$ cat src/rtl/sasa_pkg.sv
// Shared constants and types for the SASA CAM search front end.
package sasa_pkg;

  localparam int unsigned SASA_CAM_LEN   = 16;
  localparam int unsigned SASA_KEY_W     = 8;
  localparam int unsigned SASA_INPUT_LEN = 64;
  localparam int unsigned SASA_DRAIN_LEN = 64;

  // Bit 6 set and above the rounding window, so downstream decoders stay quiet.
  localparam logic [8:0] SASA_CNT_IDLE = 9'd448;

  typedef enum logic [1:0] {
    IDLE   = 2'd0,
    SEARCH = 2'd1,
    DRAIN  = 2'd2
  } sasaState_t;

  typedef logic [SASA_CAM_LEN-1:0] match_vec_t;

endpackage

$ cat src/rtl/sasa_cam_row.sv
// One CAM entry: key register, valid bit (plus care mask with SASA_TCAM_EN) and comparator.
module sasa_cam_row
  import sasa_pkg::*;
#(
  parameter int unsigned KEY_W = SASA_KEY_W
) (
  input  logic             clk,
  input  logic             reset,
  input  logic             clear,
  input  logic             write,
  input  logic [KEY_W-1:0] wrData,
`ifdef SASA_TCAM_EN
  input  logic [KEY_W-1:0] wrMask,
`endif
  input  logic [KEY_W-1:0] query,
  output logic             hit
);

  logic [KEY_W-1:0] key;
  logic             valid;
`ifdef SASA_TCAM_EN
  logic [KEY_W-1:0] mask;
`endif

  always_ff @(posedge clk or posedge reset) begin
    if (reset) begin
      key   <= '0;
      valid <= 1'b0;
`ifdef SASA_TCAM_EN
      mask  <= '1;
`endif
    end else if (clear) begin
      valid <= 1'b0;
    end else if (write) begin
      key   <= wrData;
      valid <= 1'b1;
`ifdef SASA_TCAM_EN
      mask  <= wrMask;
`endif
    end
  end

`ifdef SASA_TCAM_EN
  assign hit = valid && (((key ^ query) & mask) == '0);
`else
  assign hit = valid && (key == query);
`endif

endmodule

$ cat src/rtl/sasa_cam_search.sv
// CAM search feeder: streams one query per slot, then drains zero vectors.
// Optional ternary match enabled by defining SASA_TCAM_EN (adds wr_mask port).
module sasa_cam_search
  import sasa_pkg::*;
#(
  parameter int unsigned CAM_LEN   = SASA_CAM_LEN,
  parameter int unsigned KEY_W     = SASA_KEY_W,
  parameter int unsigned INPUT_LEN = SASA_INPUT_LEN,
  parameter int unsigned DRAIN_LEN = SASA_DRAIN_LEN
) (
  input  logic                       clk,
  input  logic                       reset,
  input  logic                       start,
  input  logic                       clear_all,
  input  logic                       wr_en,
  input  logic [$clog2(CAM_LEN)-1:0] wr_addr,
  input  logic [KEY_W-1:0]           wr_data,
`ifdef SASA_TCAM_EN
  input  logic [KEY_W-1:0]           wr_mask,
`endif
  input  logic                       q_valid,
  input  logic [KEY_W-1:0]           q_data,
  output logic                       q_ready,
  output logic [CAM_LEN-1:0]         match_vector,
  output logic                       mv_valid,
  output logic [8:0]                 ctrl_counter,
  output logic                       busy,
  output logic                       done,
  output logic                       err
);

  localparam int unsigned ADDR_W = $clog2(CAM_LEN);
  localparam int unsigned SLOT_W = $clog2(INPUT_LEN + DRAIN_LEN);
  localparam logic [SLOT_W-1:0] LAST_SEARCH = SLOT_W'(INPUT_LEN - 1);
  localparam logic [SLOT_W-1:0] LAST_DRAIN  = SLOT_W'(INPUT_LEN + DRAIN_LEN - 1);

  sasaState_t        state;
  logic [SLOT_W-1:0] slot;
  logic [CAM_LEN-1:0] hits;
  logic              isIdle;

  assign isIdle  = (state == IDLE);
  assign q_ready = (state == SEARCH);
  assign busy    = !isIdle;

  for (genvar i = 0; i < CAM_LEN; i++) begin : gRow
    sasa_cam_row #(
      .KEY_W(KEY_W)
    ) uRow (
      .clk   (clk),
      .reset (reset),
      .clear (isIdle && clear_all),
      .write (isIdle && !clear_all && wr_en && (wr_addr == ADDR_W'(i))),
      .wrData(wr_data),
`ifdef SASA_TCAM_EN
      .wrMask(wr_mask),
`endif
      .query (q_data),
      .hit   (hits[i])
    );
  end

  always_ff @(posedge clk or posedge reset) begin
    if (reset) begin
      state        <= IDLE;
      slot         <= '0;
      match_vector <= '0;
      mv_valid     <= 1'b0;
      ctrl_counter <= SASA_CNT_IDLE;
      done         <= 1'b0;
      err          <= 1'b0;
    end else begin
      if (wr_en && !isIdle) err <= 1'b1;
      case (state)
        IDLE: begin
          if (start) begin
            state <= SEARCH;
            slot  <= '0;
          end
        end
        SEARCH: begin
          // An empty slot is still consumed so the downstream windows stay aligned.
          match_vector <= q_valid ? hits : '0;
          mv_valid     <= q_valid;
          if (!q_valid) err <= 1'b1;
          ctrl_counter <= 9'(slot);
          slot         <= slot + 1'b1;
          if (slot == LAST_SEARCH) state <= DRAIN;
        end
        DRAIN: begin
          match_vector <= '0;
          mv_valid     <= 1'b0;
          if (done) begin
            state        <= IDLE;
            ctrl_counter <= SASA_CNT_IDLE;
            done         <= 1'b0;
          end else begin
            ctrl_counter <= 9'(slot);
            done         <= (slot == LAST_DRAIN);
            slot         <= slot + 1'b1;
          end
        end
        default: state <= IDLE;
      endcase
    end
  end

endmodule
$ cat config.mk
export PLATFORM = sky130hd
export DESIGN_NAME = sasa_cam_search
export DESIGN_NICKNAME = d
export VERILOG_FILES = /design/src/rtl/sasa_pkg.sv /design/src/rtl/sasa_cam_row.sv /design/src/rtl/sasa_cam_search.sv
export SDC_FILE = /design/constraint.sdc
export NUM_CORES = 1
export LEC_CHECK = 0
export BUFFER_PORTS_ARGS = -buffer_cell sky130_fd_sc_hd__buf_2
export CAP_MARGIN = 30
export CORE_UTILIZATION = 51
export DETAILED_ROUTE_END_ITERATION = 16
export PLACE_DENSITY = 0.74
export SLEW_MARGIN = 20
export SYNTH_ARGS = -nofsm -noshare
export SYNTH_HDL_FRONTEND = slang
export SYNTH_SLANG_ARGS = --single-unit
$ cat constraint.sdc
create_clock -name clk -period 4.82 [get_ports clk]
set_input_delay 0.241 -clock clk [delete_from_list [all_inputs] [get_ports clk]]
set_output_delay 0.241 -clock clk [all_outputs]
set_load 0.01 [all_outputs]
==> flow_summary_export.csv <==
group,metric,value,unit
run_status,outcome,"completed",
routing,ant_nets,0,
floorplan,row_count,46,
worst_hold_path,hp-class,"input pin to async pin",
pwr,ir_worst_vdd,0.252,mV
cts,numCtsBuffers,17,
critical_path,worstSetupEndpointType,"flip-flop",
pwr,powerDensity,328,nW/µm²
routing,drc,0,
cells_and_area,fin_util,59.6,%
yosys,synth_compound_gate_area_share,3.46,%
floorplan,fp.dieArea,17200,µm²
critical_path,critical_path_arrival,2800,ps
timing,period_share,51.7,%
cts,worstSkewPairLatency,430,ps
job,cap_violations,0,
pwr,power_leakage,4.94,nW
cells_and_area,nNetsFinal,760,
timing,maxSlewHeadroom,33.0,%
pwr,total_power,3.14,mW
placed_design,dp_cells,923,
routing,num_vias,5378,
yosys,yosysWarnings,0,
routing,vias_per_cell,5.62,
yosys,avgSynthCellArea,12.4,µm²
cts,cts_tree,"done",
floorplan,die_h,131,µm
yosys,syn_inst,686,
yosys,synthSimpleGateAreaFrac,8.90,%
cts,cts_resized,0,
grt,grt.total_usage,23.8,%
critical_path,crit_required,5130,ps
timing,hold_viol,0,
critical_path,critPathLaunchType,"flip-flop",
placed_design,dp_hpwl,11300,µm
critical_path,critPathMaxStageDelay,720,ps
yosys,yosys.area.top_type,"dfrtp_1",
cts,clkSinkCount,180,
floorplan,die_x,131,µm
floorplan,io_pins,56,
timing,fin_worst_skew,6.43,ps
floorplan,core,16100,µm²
cts,clockBufferDepth,2,
routing,drtPass1Iterations,4,
yosys,synth.area.mux_share,17.2,%
yosys,synthAdderAreaFrac,0.884,%
timing,fmax,401,MHz
timing,worstMarginPinSlew,1010,ps
yosys,synthTopCellsByArea,"dfrtp_1 (52%), mux2_2 (17%), xor2_1 (11%)",
yosys,synth_area,8490,µm²
routing,drt-total-wl,19000,µm
critical_path,crit_buf_inv,1,
timing,drv_slew,0,
yosys,synth.distinct_cells,39,
routing,avgRoutedWirePerCell,19.9,µm
yosys,synth.net_count,718,
cts,post_cts_buffers,0,
timing,tns,0,ps
grt,grt_pass1_vias,5515,
timing,rsz0062_at_grt,"no",
placed_design,place.port_buffers,55,
yosys,synth_xor_area_share,13.2,%
grt,overflow,0,
yosys,synth_top_cell_area_share,52.5,%
yosys,ys.flop_type,"dfrtp_1",
timing,layout_min_cycle_time,2490,ps
floorplan,start_util,52.9,%
cells_and_area,final_cell_count_no_fill,957,
yosys,synth-seq-cells,180,
yosys,synth_top_family_by_area,"multiplexers",
yosys,async_flop_share,100,%
critical_path,critical-path-top-delay-family,"simple AND/OR/NAND/NOR gates",
grt,antenna_found_initial,0,
critical_path,cp_slowest_cell,"nor3_1",
cts,clockRootBuffer,"clkbuf_16",
timing,setup_viol,0,
critical_path,criticalPathCategory,"flip-flop to flip-flop",
grt,grt_max_degree,181,
cells_and_area,area_growth,12.7,%
yosys,ys_seq_area_share,53.1,%
grt,grt_pass1_wl,29600,µm
routing,drt_iter0_markers,280,
cells_and_area,antenna_cells,0,
critical_path,worstPathCellList,"inv_1, ha_1, nand3b_1, nor3_1, nand3_2, mux2_2",
cts,cts_htree_levels,4,
cts,clkSlewWorstSetupHoldPaths,60,ps
cells_and_area,drive_above_1_share,31.7,%
yosys,synth-edff-count,0,
critical_path,crit_fanout,9,
placed_design,gp_congestion,0.740,
[path summary, 6_finish.rpt]
kind	from	end	slack [ps]	depth (start not counted)
min in group clk	wr_en	err	70	3
hold / removal	reset	gRow[5].uRow.key[6]	30	3
setup reg to reg	state[0]	gRow[15].uRow.key[1]	2330	6
setup / recovery	state[0]	gRow[15].uRow.key[1]	2330	6
max in group asynchronous	reset	gRow[10].uRow.key[6]	4010	3
hold reg to reg	gRow[3].uRow.valid	gRow[3].uRow.valid	480	2
[cells in the mapped netlist, types with 3 or more instances]
library cell    n
nor2_4          6
nor3_1          3
nand3_1         8
xor2_1        105
nand4_1        18
a22o_1          3
clkbuf_1       25
nand2_1        27
or3_1           4
nor2b_1         3
ha_1            6
a21o_1          8
nand2b_1        7
mux2_2        128
nand2_2         6
nor4_1         30
o22ai_1         3
a21oi_1         3
xnor2_1        23
inv_1          32
dfrtp_1       178
buf_2          10
nor2_1          3
o21ai_0        27
[layout by cell type, fill, tap and decap left out, drive strengths merged, types with 2 or more instances in the layout]
cell type,synthesis,layout
a22o,3,3
nand2b,7,7
nor2b,3,3
or3,4,4
nand2,33,33
o21ai,27,27
xnor2,23,23
bufinv,0,4
buf,11,58
a21oi,3,3
nor2,9,9
a21o,8,8
ha,6,6
dfstp,2,2
clkinv,0,4
nand3b,2,2
o22ai,3,3
nand4,18,18
xor2,105,105
dfrtp,178,178
inv,32,31
nand3,10,10
clkbuf,25,23
clkinvlp,0,2
nor4,30,30
nor3,5,5
mux2,130,130
[through the flow]
stage	hold slack (ps)	cell area, µm²	worst slack, ps
2_1_floorplan	337	8490	2270
3_3_place_gp	455	8910	2450
3_5_place_dp	457	8910	2360
4_1_cts	50.9	9550	2350
5_1_grt	87.3	9570	2190
6_report	34.9	9570	2330
[where the power goes]
part | total (mW) | internal [mW] | switching, mW
clock network | 1.47 | 0.908 | 0.564
registers | 1.51 | 1.51 | 0.00000000000000000960
logic | 0.153 | 0.0363 | 0.117
[tightest hold or removal path: cells and delay by family]
kind | cells | cell delay [ps]
buffers and inverters | 3 | 750
[flip-flops by register name (all words and copies together) (netlist names)]
register         cells
ctrl_counter         8
done                 1
err                  1
gRow.uRow.key      128
gRow.uRow.valid     16
match_vector        16
mv_valid             1
slot                 7
state                2
[routing by layer]
| layer | up-vias | GRT usage, % | wire, µm |
|---|---|---|---|
| li1 | 2428 | - | - |
| met3 | 33 | 4.76 | 745 |
| met4 | 0 | 7.64 | 305 |
| met1 | 2806 | 31.3 | 8820 |
| met2 | 111 | 39.5 | 9170 |
| met5 | - | 0 | 0 |
[logic make-up (layout without fill, tap and decap cells)]
kind of cell,after synthesis,in the layout
mux,130,130
simple gates,125,125
flops,180,180
compound gates,49,49
xor+xnor,128,128
fa+ha+maj,6,6
buf+inv,68,123
[layout make-up]
cell class / instances / area [µm²]
timing repair buffer: 59 / 328
clock inverter: 9 / 151
multi-input combinational: 438 / 3710
tap: 216 / 270
sequential: 180 / 4510
fill: 1272 / 6490
inverter: 32 / 124
clock buffer: 23 / 478
[repair_timing]
action                                 in CTS  in global routing
endpoints found under the hold margin       1                  0
setup endpoints to repair                   0                  0
hold buffers                                1                  0
Power figures use the tool's default switching activity.
